### src/rtl/lcm_add.sv
// Sequential least-common-multiple unit: repeatedly adds each operand to its
// own accumulator until both agree. Define LCM_ITER_CNT_EN to add the iter port.
module lcm_add (
    input  logic        clk,
    input  logic        rst_n,
    input  logic        start,
    input  logic [8:0]  a,
    input  logic [8:0]  b,
    output logic        busy,
    output logic        done,
    output logic [17:0] c,
    output logic        err
`ifdef LCM_ITER_CNT_EN
    ,
    output logic [9:0]  iter
`endif
);

    typedef enum logic {
        IDLE = 1'b0,
        RUN  = 1'b1
    } state_e;

    state_e      state_q;
    logic [17:0] op_a_q;
    logic [17:0] op_b_q;
    logic [17:0] ma_q;
    logic [17:0] mb_q;
    logic [17:0] c_q;
    logic        busy_q;
    logic        done_q;
    logic        err_q;
`ifdef LCM_ITER_CNT_EN
    logic [9:0]  iter_q;
`endif

    // NOTE: all state here is updated with non-blocking assignments so every
    // register samples the pre-edge values of the others, whatever the order.
    always_ff @(posedge clk or negedge rst_n) begin
        if (!rst_n) begin
            state_q <= IDLE;
            op_a_q  <= '0;
            op_b_q  <= '0;
            ma_q    <= '0;
            mb_q    <= '0;
            c_q     <= '0;
            busy_q  <= 1'b0;
            done_q  <= 1'b0;
            err_q   <= 1'b0;
`ifdef LCM_ITER_CNT_EN
            iter_q  <= '0;
`endif
        end else begin
            done_q <= 1'b0;
            case (state_q)
                IDLE: begin
                    if (start) begin
                        op_a_q <= {9'd0, a};
                        op_b_q <= {9'd0, b};
                        ma_q   <= {9'd0, a};
                        mb_q   <= {9'd0, b};
`ifdef LCM_ITER_CNT_EN
                        iter_q <= '0;
`endif
                        // A zero operand has no defined LCM: finish immediately.
                        if (a == 9'd0 || b == 9'd0) begin
                            c_q    <= '0;
                            err_q  <= 1'b1;
                            done_q <= 1'b1;
                        end else begin
                            err_q   <= 1'b0;
                            busy_q  <= 1'b1;
                            state_q <= RUN;
                        end
                    end
                end
                RUN: begin
                    if (ma_q < mb_q) begin
                        ma_q <= ma_q + op_a_q;
`ifdef LCM_ITER_CNT_EN
                        iter_q <= iter_q + 10'd1;
`endif
                    end else if (mb_q < ma_q) begin
                        mb_q <= mb_q + op_b_q;
`ifdef LCM_ITER_CNT_EN
                        iter_q <= iter_q + 10'd1;
`endif
                    end else begin
                        c_q     <= ma_q;
                        done_q  <= 1'b1;
                        busy_q  <= 1'b0;
                        state_q <= IDLE;
                    end
                end
                default: begin
                    busy_q  <= 1'b0;
                    state_q <= IDLE;
                end
            endcase
        end
    end

    assign busy = busy_q;
    assign done = done_q;
    assign c    = c_q;
    assign err  = err_q;
`ifdef LCM_ITER_CNT_EN
    assign iter = iter_q;
`endif

endmodule

### config.mk
export PLATFORM = sky130hd
export DESIGN_NAME = lcm_add
export DESIGN_NICKNAME = d
export VERILOG_FILES = /design/src/rtl/lcm_add.sv
export SDC_FILE = /design/constraint.sdc
export NUM_CORES = 1
export LEC_CHECK = 0
export ABC_AREA = 0
export CAP_MARGIN = 0
export CORE_MARGIN = 3
export CORE_UTILIZATION = 35
export CTS_CLUSTER_DIAMETER = 40
export DETAILED_ROUTE_END_ITERATION = 16
export HOLD_SLACK_MARGIN = 0.1
export PLACE_DENSITY = 0.59
export SYNTH_ARGS = -nofsm -noshare
export SYNTH_HDL_FRONTEND = slang
export SYNTH_SLANG_ARGS = --single-unit
### constraint.sdc
create_clock -name clk -period 3.3 [get_ports clk]
set_clock_uncertainty 0.05 [all_clocks]
set_input_delay 0.33 -clock clk [delete_from_list [all_inputs] [get_ports clk]]
set_output_delay 0.33 -clock clk [all_outputs]
set_load 0.03 [all_outputs]
==> results_dict.tcl <==
set metrics [dict create \
    postSynth.topFlopCell "sky130_fd_sc_hd__dfrtp_1" \
    min-delay-path-class "in -> async" \
    ctsLongestPathBuffers 2 \
    finalWorstPathRequiredPeriod_ns 2.81 \
    power_per_cell_area_nw_per_um2 600 \
    std_cell_rows 41 \
    final_layout_fill_cell_count 1251 \
    avgViaCountPerCell 5.21 \
    critPathKind "reg -> reg" \
    max_capacitance_violation_count 0 \
    global_route.usage.total_pct 16.0 \
    cts_sink_cnt 76 \
    number_of_diodes 0 \
    postCtsSetupRepairBufs 0 \
    vias_in_the_first_global_route 3794 \
    initial_antenna_violation_count 0 \
    max_fo_critical_path 21 \
    dieWidth_um 122 \
    post-route-drc-count 0 \
    most_frequent_cell_after_synthesis "sky130_fd_sc_hd__nand2_1" \
    dpl_worst_slack_ns 0.469 \
    final_hold_viol_count 0 \
    synth-warning-count 0 \
    netlist_top_cells_count "130 x sky130_fd_sc_hd__nand2_1, 76 x sky130_fd_sc_hd__dfrtp_1, 36 x sky130_fd_sc_hd__ha_1" \
    synth_enable_flop_cells 0 \
    setup.worst_path.end_class "flip-flop" \
    synth_cell_types 60 \
    grt_max_degree 77 \
    setup.worst_path.start "ma_q[15]" \
    internal_power_uw 2280 \
    setup.worst_path.start_class "flip-flop" \
    cellLeakagePower_uw 0.00277 \
    hold_buffers 0 \
    finalSetupViolations 0 \
    cts.reportedPaths.clkPinSlew_ns 0.06 \
    worst_slew_pin_slew_ns 0.996 \
    fraction_of_layout_instances_using_a_drive_strength_above_1_pct 7.51 \
    gpl.final_weighted_congestion 0.859 \
    route.final.wire_length_mm 11.1 \
    antenna_violating_nets_left 0 \
    syn-cell-area_um2 4710 \
    timing.max_slew.rel_slack_pct 33.6 \
    worst_ep_required_time_ns 3.46 \
    core-area_um2 12900 \
    detailedRoute.firstPassIterationCount 4 \
    sequential_to_total_area_share_from_yosys_stat_pct 40.4 \
    cp.buffers_inverters 1 \
    power_frac_clock_pct 33.5 \
    critical_path.reg2reg.endpoint "mb_q[13]" \
    critical_path.max_stage_delay_ns 0.45 \
    crit-reg2reg-launch "ma_q[15]" \
    cp_cell_sequence "inv_1 > ha_1 > a211oi_1 > o221ai_1 > a21oi_2 > nand3_2 > o311ai_0 > o41ai_1" \
    floorplan.initialDensity_pct 36.6 \
    final_slew_viol_count 0 \
    mappedNetlistNets 573 \
    detail_route.wl_per_cell_um 15.2 \
    totalNegativeSetupSlack_ns 0 \
    area_growth_syn_to_layout_pct 19.5 \
    clock_insertion_delay_worst_skew_ns 0.34 \
    post_cts_resize_count 0 \
    max-vdd-ir-drop_uv 318 \
    power.switching_fraction_pct 32.5 \
    detailroute.via_count 3808 \
    place.detailed.hpwl_mm 7.89 \
    comb_power_share_pct 30.5 \
    critical_path.top_delay_family "compound AO/OA/AOI/OAI gates" \
    cpMaxStageDelayCell "sky130_fd_sc_hd__o311ai_0" \
    grt_first_pass_wirelength_mm 18.7 \
    rr_worst_depth 8 \
    initialDrtViolationCount 252 \
    design.final.nets 614 \
    ys_async_sr_fraction_pct 100 \
    cts_tree "yes" \
    grt.overflow.total 0 \
    postSynthRegisterBits 76 \
    htree_levels 3 \
    power_frac_seq_pct 36.0 \
    area_share_of_the_leading_cell_type_in_the_synthesized_netlist_pct 40.4 \
    dieArea_um2 14900 \
    synth_top_cells_by_area "sky130_fd_sc_hd__dfrtp_1 40%, sky130_fd_sc_hd__nand2_1 10%, sky130_fd_sc_hd__ha_1 9.6%" \
    port_buffers 41 \
    setup_ws_ns 0.486 \
    run_status "completed" \
    clock-root-buffer "sky130_fd_sc_hd__clkbuf_16" \
    rsz0062_at_grt "no" \
    die_height_um 122 \
    timing.final.crit_share_pct 85.3 \
    cts_made_buffers 9 \
    syn-instance-count 514 \
    timing.fmax_mhz 355 \
    floorplan.io_pins 42 \
    synth_top_area_cell "sky130_fd_sc_hd__dfrtp_1" \
    worst-r2r-setup-slack_ns 0.49 \
    post_synth.cell_area_avg_um2 9.16 \
    power.switching_uw 1100 \
    worstPathArrival_ns 2.98 \
]
[worst reg2reg max path: stages (launching register included)]
cell,delay [ns]
sky130_fd_sc_hd__dfrtp_1,0.40
sky130_fd_sc_hd__inv_1,0.07
sky130_fd_sc_hd__ha_1,0.32
sky130_fd_sc_hd__a211oi_1,0.27
sky130_fd_sc_hd__o221ai_1,0.20
sky130_fd_sc_hd__a21oi_2,0.39
sky130_fd_sc_hd__nand3_2,0.42
sky130_fd_sc_hd__o311ai_0,0.45
sky130_fd_sc_hd__o41ai_1,0.13
[registers in the layout, indices dropped and copies added, names as in the netlist]
| signal | count |
|---|---|
| op_b_q | 9 |
| done | 1 |
| c | 18 |
| state_q | 1 |
| op_a_q | 9 |
| mb_q | 18 |
| busy | 1 |
| ma_q | 18 |
| err | 1 |
[per-stage QoR]
stage / hold slack, ns / area, µm² / total power [µW] / utilization [%] / cells
floorplan: -0.0156 / 4710 / 1990 / - / 514
global route: 0.186 / 5630 / 3610 / 43.7 / 731
finish: 0.103 / 5630 / 3380 / 43.7 / 731
CTS: 0.144 / 5630 / 3410 / 43.7 / 731
detailed placement: 0.419 / 5290 / 2260 / 41.1 / 716
global placement: 0.409 / 5290 / 2210 / 41.1 / 716
[final cells by class]
cell class / count / area, µm² / share of cell area, %
multi-input combinational: 395 / 2620 / 46.6
sequential: 76 / 1900 / 33.8
timing repair buffer: 48 / 460 / 8.18
clock buffer: 9 / 225 / 4.00
tap: 172 / 215 / 3.82
clock inverter: 6 / 113 / 2.00
inverter: 25 / 93.8 / 1.67
[layout by cell type, fill, tap and decap left out, drive strengths merged, types with 2 or more instances in the layout]
master	Yosys	final
nand3	9	9
xor2	4	4
a2111oi	2	2
o211ai	2	2
inv	25	26
buf	6	8
mux2i	24	24
o311ai	2	2
nand4	8	8
nor2	12	12
nor4	3	3
mux2	7	7
nor3	8	8
o2bb2ai	2	2
a211oi	16	16
o22ai	2	2
a31oi	5	5
clkdlybuf4s50	0	40
a21o	7	7
nand2	130	130
o21ai	39	39
a21oi	21	21
xnor2	6	6
clkinv	0	2
o31a	3	3
o21bai	4	4
dfrtp	76	76
o41ai	2	2
and3	3	3
bufinv	0	3
o21a	5	5
and2	2	2
nand2b	2	2
fa	2	2
nor2b	6	6
clkbuf	12	9
nand3b	5	5
ha	36	36
[worst max-delay path by stage]
| stage | to | cells after the start |
|---|---|---|
| global placement | mb_q[17] | 8 |
| global route | mb_q[13] | 8 |
| detailed placement | mb_q[17] | 8 |
| finish | mb_q[13] | 8 |
| CTS | mb_q[13] | 8 |
| floorplan | ma_q[10] | 8 |
[per-layer routing]
layer  up-vias  share of wire (%)  global-route usage (%)  wire length, µm
met5         -                  0                       0                0
met2        89                 46                    25.2             5090
li1       1908                  -                       -                -
met1      1805                 48                    21.7             5330
met3         6                5.2                    4.74              576
met4         0               0.86                    3.92               95
[power by group through the flow]
stage          Clock (µW)  Combinational [µW]  Sequential, µW
2_1_floorplan           0                 811            1180
3_3_place_gp            0                 981            1230
3_5_place_dp            0                1030            1230
4_1_cts              1160                1030            1220
5_1_grt              1200                1170            1240
6_report             1130                1030            1220
[logic make-up after synthesis]
| logic type | Yosys count | synth area share (%) |
|---|---|---|
| compound gates | 122 | 17.5 |
| xor+xnor | 10 | 1.86 |
| fa+ha+maj | 38 | 10.4 |
| buf+inv | 43 | 3.98 |
| flops | 76 | 40.4 |
| mux | 31 | 6.77 |
| simple gates | 194 | 19.1 |
Note: power is estimated with default switching activity, not from simulation.
